===== config.mk =====
export PLATFORM = sky130hd
export DESIGN_NAME = dec_scan_n
export DESIGN_NICKNAME = d
export VERILOG_FILES = /design/src/rtl/dec_pkg.sv /design/src/rtl/dec_tick_gen.sv /design/src/rtl/dec_scan_n.sv
export SDC_FILE = /design/constraint.sdc
export NUM_CORES = 1
export LEC_CHECK = 0
export ABC_AREA = 1
export CORE_MARGIN = 2
export CORE_UTILIZATION = 45
export CTS_BUF_LIST = sky130_fd_sc_hd__clkbuf_8
export DETAILED_ROUTE_END_ITERATION = 8
export GPL_ROUTABILITY_DRIVEN = 0
export PLACE_DENSITY = 0.84
export SETUP_SLACK_MARGIN = 0.15
export SKIP_CTS_REPAIR_TIMING = 1
export SLEW_MARGIN = 20
export SYNTH_ARGS = -nofsm -noshare
export SYNTH_HDL_FRONTEND = slang
export SYNTH_HIERARCHICAL = 1
export SYNTH_SLANG_ARGS = --single-unit

===== constraint.sdc =====
create_clock -name clk -period 1.7 [get_ports clk]
set_input_delay 0.51 -clock clk [delete_from_list [all_inputs] [get_ports clk]]
set_output_delay 0.51 -clock clk [all_outputs]
set_load 0.01 [all_outputs]

===== src/rtl/dec_pkg.sv =====
// Shared mode encodings and the active-low one-hot helper for the dec_scan_n decoder.
package dec_pkg;

  localparam logic MODE_DIRECT = 1'b0;
  localparam logic MODE_SCAN   = 1'b1;

  // Returns ~(1<<idx) at width n; an index outside 0..n-1 selects nothing.
  function automatic logic [31:0] onehot_low(input int unsigned idx, input int unsigned n);
    logic [31:0] v;
    v = '1;
    if (idx < n && idx < 32) v[idx[4:0]] = 1'b0;
    return v;
  endfunction

endpackage


===== src/rtl/dec_tick_gen.sv =====
// Scan prescaler: counts while run is high and pulses step once cnt reaches presc.
module dec_tick_gen #(
  parameter int PRESC_W = 16
) (
  input  logic               clk,
  input  logic               rst,
  input  logic               run,
  input  logic               clr,
  input  logic [PRESC_W-1:0] presc,
  output logic               step
);

  logic [PRESC_W-1:0] cnt;

  // >= rather than == so a mid-slot reduction of presc steps on the next cycle.
  assign step = run && (cnt >= presc);

  always_ff @(posedge clk) begin
    if (rst || clr) begin
      cnt <= '0;
    end else if (run) begin
      if (step) cnt <= '0;
      else      cnt <= cnt + 1'b1;
    end
  end

endmodule


===== src/rtl/dec_scan_n.sv =====
// Registered N-to-2^N decoder with DIRECT and SCAN modes, active-low one-hot outputs.
// Optional anti-ghosting blanking of the first slot cycle: define DEC_SCAN_DEADTIME_EN.
module dec_scan_n
  import dec_pkg::*;
#(
  parameter int SEL_W   = 2,
  parameter int PRESC_W = 16,
  localparam int N_OUT  = 2**SEL_W
) (
  input  logic               clk,
  input  logic               rst,
  input  logic               en,
  input  logic               mode,
  input  logic [SEL_W-1:0]   a,
  input  logic [PRESC_W-1:0] presc,
  output logic [N_OUT-1:0]   y,
  output logic [SEL_W-1:0]   idx,
  output logic               wrap
);

  logic             step;
  logic             run;
  logic             clr;
  logic [SEL_W-1:0] idx_inc;
  logic [N_OUT-1:0] y_cur;
  logic [N_OUT-1:0] y_inc;
  logic [N_OUT-1:0] y_a;
  logic             blank_step;

  assign run     = en && (mode == MODE_SCAN);
  assign clr     = (mode == MODE_DIRECT);
  assign idx_inc = idx + 1'b1;

  always_comb begin
    y_cur = N_OUT'(onehot_low(32'(idx), N_OUT));
    y_inc = N_OUT'(onehot_low(32'(idx_inc), N_OUT));
    y_a   = N_OUT'(onehot_low(32'(a), N_OUT));
  end

`ifdef DEC_SCAN_DEADTIME_EN
  // With presc = 0 every cycle is a new slot, so blanking would hide y entirely.
  assign blank_step = (presc != '0);
`else
  assign blank_step = 1'b0;
`endif

  dec_tick_gen #(.PRESC_W(PRESC_W)) u_tick (
    .clk   (clk),
    .rst   (rst),
    .run   (run),
    .clr   (clr),
    .presc (presc),
    .step  (step)
  );

`ifdef DEC_SCAN_DEADTIME_EN
  logic blank;

  always_ff @(posedge clk) begin
    if (rst || !run) blank <= 1'b0;
    else             blank <= step && blank_step;
  end
`endif

  always_ff @(posedge clk) begin
    if (rst) begin
      y    <= '1;
      idx  <= '0;
      wrap <= 1'b0;
    end else if (mode == MODE_DIRECT) begin
      wrap <= 1'b0;
      if (en) begin
        y   <= y_a;
        idx <= a;
      end else begin
        y   <= '1;
      end
    end else if (!en) begin
      y    <= '1;
      wrap <= 1'b0;
    end else if (step) begin
      idx  <= idx_inc;
      wrap <= (idx == SEL_W'(N_OUT-1));
      y    <= blank_step ? '1 : y_inc;
    end else begin
      y    <= y_cur;
      wrap <= 1'b0;
    end
  end

endmodule


==> out/metrics.yaml, run 1 <==
run_status:
  status: "complete, but fails checks"
  violations: "setup timing"
min_path:
  min_from: "u_tick/cnt[4]"
  hp-class: "reg -> reg"
  holdPathEnd: "u_tick/cnt[4]"
  hold_depth: 2
synthesis:
  synth.distinct_cells: 26
  netlist_area_mm2: 0.00168
  synth_top_area_cell: "dfxtp_1"
  synth_top_family_by_area: "simple AND/OR/NAND/NOR gates"
  muxShareOfSynthArea: 0.00597
  synth_edf_count: 0
  synth_compound_area_frac: 0.0702
  ys_seq_area_frac: 0.275
  synth_seq_cells: 23
  yosys_warnings: 6
  synthAdderAreaFrac: 0.172
  synthSimpleGateAreaFrac: 0.314
  dominantRegCellSynth: "dfxtp_1"
  synth_most_common_cell: "nand2_1"
  syn_area_per_cell_um2: 6.81
  synth.area.top_cells: "dfxtp_1 27%, ha_1 17%, nand2_1 13%, inv_1 10%, nor2_1 8.1%"
  synth_xor_area_frac: 0.0418
  synthesis.nets: 291
  synth_common_cells: "56 x nand2_1, 45 x inv_1, 36 x nor2_1, 23 x dfxtp_1, 23 x ha_1"
  yosysTopAreaCellShare: 0.275
  ys_async_sr_fraction: 0
  syn_inst: 246
final_layout:
  multi_input_area_mm2: 0.00133
  n_antenna_cell: 0
  nets: 354
  stdcell_area_mm2: 0.00268
  drive_gt1_frac: 0.419
  ff_latch_area_um2: 470
  area.growth.synth_to_final_pct: 59.7
  final_util: 0.742
  stdcell_count: 356
  nFillCells: 263
placement:
  dpl.hpwl_mm: 2.97
  dp.cells: 349
  post_dp_cell_area_mm2: 0.00236
  portBuffers: 28
worst_setup_path:
  crit_arrival_ns: 2.00
  r2r-start: "u_tick/cnt[0]"
  path_cells: "inv_2 > ha_4 > nand2_2 > nor2_2 > nor2_1 > nand2_1 > nand2_1 > nand2_1 > nand2_1 > nand2_1 > nand2_2 > inv_4 > inv_4 > nand2_4 > o21ai_1 > inv_1 > nand2_1"
  ff2ff_path_depth: 17
  worstSetupStartpointType: "flip-flop"
  worstSetupPathType: "reg -> reg"
  worst_ep_required_time_ns: 1.92
  critPathCaptureType: "flip-flop"
  reg2reg_to: "y[0]"
  slowest_stage: "dfxtp_2"
  rrSetupSlack_ns: -0.09
  cpMostUsedCell: "nand2_1"
  crit_path_max_fanout: 4
  critPathMaxStageDelay_ns: 0.35
die:
  row_count: 22
  die_w_um: 65.0
  pin_count: 29
  die-area_mm2: 0.00423
  initial_core_util: 0.465
  core_mm2: 0.00361
  die_h_um: 65.0
global_routing:
  grt_pass1_wl_mm: 6.00
  grt_util_all_layers: 0.179
  grt_antenna_before_repair: 0
  grt_pass1_vias: 1534
  grt_overflow_total: 0
  grt_max_degree: 14
timing:
  layout_min_cycle_time_ns: 1.79
  finalSetupViolCount: 8
  slew_viol_final: 0
  hold_viol: 0
  fin_ws_ns: -0.0872
  relSlewSlack: 0.854
  period_share: 1.05
  rsz0062_at_grt: "yes"
  clock_skew_ns: 0.000762
  fmax_mhz: 560
  tightest_slew_ns: 0.218
detailed_routing:
  drc: 0
  num_vias: 1664
  avgRoutedWirePerCell_um: 11.4
  drt_iter0_drc: 29
  routed_wl_mm: 4.04
  drtPass1Iterations: 4
  viasPerCell: 4.67
  antenna_left: 0
clocking:
  cts_made_buffers: 3
  htreeDepth: 1
  tritoncts: "built"
  clock_sinks: 23
  clock-root-buffer: "clkbuf_8"
  clock_path_buffers: 2
  clk_pin_slew_ns: 0.08
  clk-insertion-delay-late_ns: 0.27
power:
  clock_power_share: 0.301
  power.density_mw_per_mm2: 425
  swShare: 0.268
  internal-power_uw: 831
  power_leakage_uw: 0.00137
  ir_drop_mv: 0.332
  p_switching_uw: 305
  seqPwrFrac: 0.484
  comb_power_share: 0.215
flow_run:
  drv_cap: 0
flip-flops by register name, summed over array words and instances (netlist names):
register    count
wrap            1
y               4
idx             2
u_tick/cnt     16
power by group through the flow:
stage          combinational, uW  clock [uW]  sequential [uW]
6_report                     244         342              550
5_1_grt                      272         375              551
4_1_cts                      224         352              550
3_5_place_dp                 223           0              562
3_3_place_gp                 216           0              563
2_1_floorplan                109           0              569
routing by layer:
layer / vias up / part of all wire / global-route usage
li1: 872 / - / -
met1: 756 / 0.44 / 0.210
met2: 28 / 0.51 / 0.327
met3: 8 / 0.035 / 0.0243
met4: 0 / 0.021 / 0.0651
met5: - / 0 / 0
cell type report:
class,count,area share
multi-input combinational,171,0.498
clock inverter,1,0.00187
tap,48,0.0225
timing repair buffer,60,0.208
inverter,50,0.0786
sequential,23,0.176
clock buffer,3,0.0154
through the flow:
step	setup WS (ns)	setup TNS (ns)	total power (uW)	hold WS [ns]
finish	-0.0872	-0.362	1140	0.579
global route	-0.183	-1.98	1200	0.621
CTS	-0.487	-8.54	1130	0.584
detailed placement	-0.774	-15.09	786	0.568
global placement	-0.726	-14.45	778	0.564
floorplan	-0.0271	-0.0770	678	0.519
kinds of logic (layout without fill, tap and decap cells):
logic type	count (synthesis)	in the layout
xor+xnor	8	8
flops	23	23
mux	1	1
buf+inv	52	114
fa+ha+maj	23	23
simple gates	117	117
compound gates	22	22
how the worst max path moves through the flow:
stage,from,to,depth (start not counted)
6_report,u_tick/cnt[0],y[0],17
5_1_grt,u_tick/cnt[0],idx[1],18
4_1_cts,presc[1],idx[1],19
3_5_place_dp,presc[1],idx[1],19
3_3_place_gp,presc[1],idx[1],19
2_1_floorplan,presc[1],idx[0],18
layout by cell type, fill, tap and decap left out, drive strengths merged, types with 2 or more instances in the layout:
cell	netlist	routed
nand2	62	62
xnor2	5	5
nand4	3	3
o22ai	2	2
a21oi	8	8
inv	50	50
dlymetal6s2s	0	18
nand3	4	4
clkdlybuf4s50	0	3
buf	2	35
xor2	3	3
dfxtp	23	23
ha	23	23
nor2	43	43
o21ai	10	10
nor3	4	4
clkbuf	0	7
worst max-delay path: cells and delay by family, from the launching register on:
family | cells | cell delay (ns)
buffers and inverters | 4 | 0.21
adder cells (fa/ha/maj) | 1 | 0.23
flip-flops | 1 | 0.35
AO/OA/AOI/OAI | 1 | 0.18
AND/OR/NAND/NOR | 11 | 0.78
No activity file was read; power rests on OpenSTA's default activity.
==> run 2, diff against run 1 <==
--- a/config.mk
+++ b/config.mk
@@ -6,12 +6,11 @@
 export NUM_CORES = 1
 export LEC_CHECK = 0
 export ABC_AREA = 1
-export CORE_MARGIN = 2
 export CORE_UTILIZATION = 45
 export CTS_BUF_LIST = sky130_fd_sc_hd__clkbuf_8
 export DETAILED_ROUTE_END_ITERATION = 8
 export GPL_ROUTABILITY_DRIVEN = 0
-export PLACE_DENSITY = 0.84
+export PLACE_DENSITY = 0.75
 export SETUP_SLACK_MARGIN = 0.15
 export SKIP_CTS_REPAIR_TIMING = 1
 export SLEW_MARGIN = 20
==> out/metrics.yaml, run 2 (synthesis results as in run 1) <==
run_status:
  status: "complete, but fails checks"
  violations: "setup timing"
power:
  power.density_mw_per_mm2: 430  # +1.3%
  power_leakage_uw: 0.00136  # -0.15%
  ir_drop_mv: 0.267  # -19%
  p_total_uw: 1150  # +1.3%
worst_setup_path:
  crit_start: "presc[10]"
  worstSetupPathType: "in -> reg"
  ff2ff_path_depth: 13  # -4
  worst_ep_required_time_ns: 1.91  # about the same
  rrSetupSlack_ns: -0.05  # +0.03 ns
  worstSetupStartpointType: "primary input"
  reg2reg_to: "idx[0]"
  r2r-start: "u_tick/cnt[10]"
  critPathCaptureType: "flip-flop"
  crit_path_max_fanout: 4  # unchanged
  crit_arrival_ns: 1.96  # -0.04 ns
timing:
  layout_min_cycle_time_ns: 1.75  # -0.0345 ns
  slew_viol_final: 0  # unchanged
  period_share: 1.03  # -0.0203
  tightest_slew_ns: 0.250  # +0.0324 ns
  relSlewSlack: 0.832  # -0.0212
  finalSetupViolCount: 19  # +11
  fin_ws_ns: -0.0527  # +0.0345 ns
  fmax_mhz: 571  # +2.0%
  rsz0062_at_grt: "yes"
  clock_skew_ns: 0.00171  # +0.000952 ns
  hold_viol: 0  # unchanged
clocking:
  clk_pin_slew_ns: 0.08  # about the same
  cts_made_buffers: 3  # unchanged
  tritoncts: "built"
  clock-root-buffer: "clkbuf_8"
  clock_path_buffers: 2  # unchanged
  htreeDepth: 1  # unchanged
  clock_sinks: 23  # unchanged
  clk-insertion-delay-late_ns: 0.27  # about the same
placement:
  dpl.hpwl_mm: 2.86  # -3.7%
  portBuffers: 28  # unchanged
  post_dp_cell_area_mm2: 0.00237  # +0.21%
  post-place-ws_ns: -0.779  # -0.00578 ns
  dp.cells: 348  # -0.29%
min_path:
  hp-class: "reg -> reg"
  min_from: "u_tick/cnt[4]"
  hold_depth: 2  # unchanged
  holdPathEnd: "u_tick/cnt[4]"
final_layout:
  stdcell_count: 357  # +0.28%
  final_util: 0.777  # +0.0353
  nFillCells: 261  # -0.76%
  reg.largest.list: "u_tick/cnt (16), y (4), idx (2)"
  nets: 357  # +0.85%
  layout_commonest_cell: "nand2_1"
  area.growth.synth_to_final_pct: 59.7  # unchanged
  n_antenna_cell: 0  # unchanged
  drive_gt1_frac: 0.421  # +0.00239
  largest_register: "u_tick/cnt"
  largest_reg_flops: 16  # unchanged
  final_cell_mix: "45 x nand2_1, 31 x buf_4, 30 x inv_1, 26 x nor2_1, 17 x dlymetal6s2s_1"
  stdcell_area_mm2: 0.00268  # unchanged
die:
  die_w_um: 63.0  # -3.1%
  die_h_um: 63.0  # -3.1%
  core_mm2: 0.00344  # -4.5%
  pin_count: 29  # unchanged
  die-area_mm2: 0.00397  # -6.1%
  row_count: 21  # -4.5%
  initial_core_util: 0.487  # +0.0221
global_routing:
  grt_util_all_layers: 0.190  # +0.0110
  grt_antenna_before_repair: 0  # unchanged
  grt_pass1_vias: 1587  # +3.5%
  grt_pass1_wl_mm: 6.15  # +2.5%
  grt_overflow_total: 0  # unchanged
  grt_max_degree: 14  # unchanged
detailed_routing:
  antenna_left: 0  # unchanged
  drc: 0  # unchanged
  drt_iter0_drc: 48  # +66%
  num_vias: 1686  # +1.3%
  drtPass1Iterations: 4  # unchanged
  viasPerCell: 4.72  # +1.0%
  routed_wl_mm: 3.96  # -2.2%
  avgRoutedWirePerCell_um: 11.1  # -2.4%
flow_run:
  drv_cap: 0  # unchanged
[run 2: cell types whose count changed in the layout (fill, tap and decap cells not counted), moves of 2 or more]
cell / delta
nor2_2: +4
buf_6: +3
nor2_1: -3
ha_1: +2
ha_4: -2
inv_1: +2
nand2_1: -2
[run 2: stage by stage]
step | setup TNS (ns) | hold slack, ns
4_1_cts | -8.89 | 0.578
3_5_place_dp | -15.10 | 0.565
2_1_floorplan | -0.0770 | 0.519
6_report | -0.491 | 0.571
5_1_grt | -2.05 | 0.670
3_3_place_gp | -14.37 | 0.570
[run 2: critical path: stages]
cell and delay, ns:
clkbuf_2 0.08, inv_2 0.04, ha_4 0.26, nand4_1 0.16
nor3_4 0.24, nand2_1 0.07, nand2_1 0.07, nand2_2 0.07
inv_4 0.08, inv_2 0.04, nand2_4 0.07, nand2_4 0.07
nand2_1 0.06, nand2_1 0.06, nor2_1 0.08
[run 2: power breakdown]
part	total, uW	leakage, uW	switching (uW)	internal (uW)
clock network	348	0.0000255	184	164
registers	550	0.000190	3.14	547
logic	253	0.00115	126	126
[run 2: final cells by class]
cell class	instances	area (um2)	share of cell area
Clock inverter	1	5.00	0.00187
Sequential cell	23	469	0.175
Clock buffer	3	41.3	0.0154
Timing Repair Buffer	63	586	0.219
Inverter	50	208	0.0776
Tap cell	46	57.6	0.0215
Multi-Input combinational cell	171	1310	0.489
[run 2: worst max path at each step]
stage	to	slack [ns]
3_5_place_dp	idx[0]	-0.78
2_1_floorplan	idx[0]	-0.03
3_3_place_gp	idx[1]	-0.72
5_1_grt	y[2]	-0.14
6_report	idx[0]	-0.05
4_1_cts	idx[0]	-0.52
[run 2: per-layer routing]
layer | track usage | routed length, um | up-vias
li1 | - | - | 877
met1 | 0.225 | 1700 | 768
met2 | 0.349 | 2080 | 37
met3 | 0.0182 | 138 | 4
met4 | 0.0640 | 34 | 0
met5 | 0 | 0 | -
==> run 3, diff against run 2 <==
--- a/config.mk
+++ b/config.mk
@@ -6,6 +6,7 @@
 export NUM_CORES = 1
 export LEC_CHECK = 0
 export ABC_AREA = 1
+export CORE_MARGIN = 3
 export CORE_UTILIZATION = 45
 export CTS_BUF_LIST = sky130_fd_sc_hd__clkbuf_8
 export DETAILED_ROUTE_END_ITERATION = 8
==> out/metrics.yaml, run 3 (synthesis results as in run 1) <==
run_status:
  status: "complete, but fails checks"
  violations: "setup timing"
worst_setup_path:
  worstSetupPathType: "reg -> out"
  cp.depth: 1  # -14
  worstSetupStartpointType: "flip-flop"
  ff2ff_path_depth: 12  # -1
  worst_ep_required_time_ns: 1.19  # -0.72 ns
  crit_path_max_fanout: 5  # +1
  critPathMaxStageDelay_ns: 0.57  # +0.31 ns
  cp_num_buf_inv: 1  # -3
  slowest_stage: "clkdlybuf4s50_1"
  critPathCaptureType: "primary output"
  path_cells: "clkdlybuf4s50_1"
  crit_family: "buffers and inverters"
  crit_arrival_ns: 1.25  # -0.71 ns
final_layout:
  largest_reg_flops: 16  # unchanged
  reg.largest.list: "u_tick/cnt (16), y (4), idx (2)"
  largest_register: "u_tick/cnt"
  final_cell_mix: "45 x nand2_1, 31 x inv_1, 26 x nor2_1, 26 x buf_4, 16 x dlymetal6s2s_1"
  area.growth.synth_to_final_pct: 56.7
  layout_commonest_cell: "nand2_1"
  nets: 352  # -1.4%
  final_util: 0.757  # -0.0203
  n_antenna_cell: 0  # unchanged
  nFillCells: 262  # +0.38%
  drive_gt1_frac: 0.418  # -0.00292
global_routing:
  grt_util_all_layers: 0.164  # -0.0258
  grt_antenna_before_repair: 0  # unchanged
  grt_max_degree: 13  # -1
  grt_overflow_total: 0  # unchanged
  grt_pass1_vias: 1484  # -6.5%
  grt_pass1_wl_mm: 5.78  # -5.9%
placement:
  portBuffers: 28  # unchanged
  dpl.hpwl_mm: 2.73  # -4.5%
detailed_routing:
  avgRoutedWirePerCell_um: 10.1  # -8.7%
  num_vias: 1618  # -4.0%
  antenna_left: 0  # unchanged
  drc: 0  # unchanged
  drtPass1Iterations: 4  # unchanged
  drt_iter0_drc: 57  # +19%
  routed_wl_mm: 3.56  # -10%
  viasPerCell: 4.60  # -2.7%
min_path:
  hp-class: "reg -> reg"
  hold_depth: 2  # unchanged
power:
  ir_drop_mv: 0.402  # +50%
  power.density_mw_per_mm2: 433  # +0.63%
  power_leakage_uw: 0.00133  # -2.3%
  p_total_uw: 1140  # -1.3%
clocking:
  clk_pin_slew_ns: 0.09  # about the same
  htreeDepth: 1  # unchanged
  clk-insertion-delay-late_ns: 0.26  # about the same
  cts_made_buffers: 3  # unchanged
  clock_sinks: 23  # unchanged
  clock_path_buffers: 2  # unchanged
  tritoncts: "built"
  clock-root-buffer: "clkbuf_8"
timing:
  fmax_mhz: 568  # -0.46%
  finalSetupViolCount: 5  # -14
  layout_min_cycle_time_ns: 1.76  # +0.00802 ns
  tightest_slew_ns: 0.223  # -0.0273 ns
  relSlewSlack: 0.850  # +0.0172
  clock_skew_ns: 0.00551  # +0.00380 ns
  fin_ws_ns: -0.0607  # -0.00802 ns
  hold_viol: 0  # unchanged
  slew_viol_final: 0  # unchanged
  period_share: 1.04  # +0.00472
  rsz0062_at_grt: "yes"
flow_run:
  drv_cap: 0  # unchanged
die:
  core_mm2: 0.00347  # +0.76%
  die-area_mm2: 0.00449  # +13%
  die_w_um: 67.0  # +6.3%
  die_h_um: 67.0  # +6.3%
  initial_core_util: 0.483  # -0.00369
  pin_count: 29  # unchanged
  row_count: 21  # unchanged
[run 3: power by group]
group          leakage [uW]  switching, uW  internal, uW
Sequential         0.000190           4.73           547
Combinational       0.00111            121           121
Clock             0.0000269            181           161
Total               0.00133            307           829
[run 3: final cells by class]
class | count | area (um2) | area share
repair buffers | 58 | 539 | 0.205
inverters | 50 | 208 | 0.0791
well taps | 46 | 57.6 | 0.0219
clock buffers | 3 | 41.3 | 0.0157
clock inverters | 1 | 3.75 | 0.00143
flip-flops and latches | 23 | 470 | 0.179
multi-input cells | 171 | 1310 | 0.497
[run 3: final timing paths]
check / slack [ns] / from / to
max: -0.06 / idx[0] / idx[0]
min: 0.59 / u_tick/cnt[4] / u_tick/cnt[4]
max reg2reg: -0.01 / u_tick/cnt[9] / idx[1]
min reg2reg: 0.59 / u_tick/cnt[4] / u_tick/cnt[4]
[run 3: per-layer routing]
| metal | vias up | track usage | wire (um) | part of all wire |
|---|---|---|---|---|
| li1 | 874 | - | - | - |
| met1 | 707 | 0.209 | 1730 | 0.49 |
| met2 | 35 | 0.279 | 1640 | 0.46 |
| met3 | 2 | 0.0202 | 169 | 0.047 |
| met4 | 0 | 0.0608 | 24 | 0.0067 |
| met5 | - | 0 | 0 | 0 |
[run 3: metrics by stage]
stage                     TNS, ns  area [um2]  setup WS (ns)  cells  hold slack, ns
after detailed placement   -15.39        2350         -0.779    346           0.574
after global routing        -2.00        2630         -0.149    352           0.650
final                      -0.154        2630        -0.0607    352           0.590
after CTS                   -9.09        2400         -0.511    350           0.587
after floorplan           -0.0770        1830        -0.0271    246           0.519
after global placement     -14.43        2350         -0.731    346           0.571
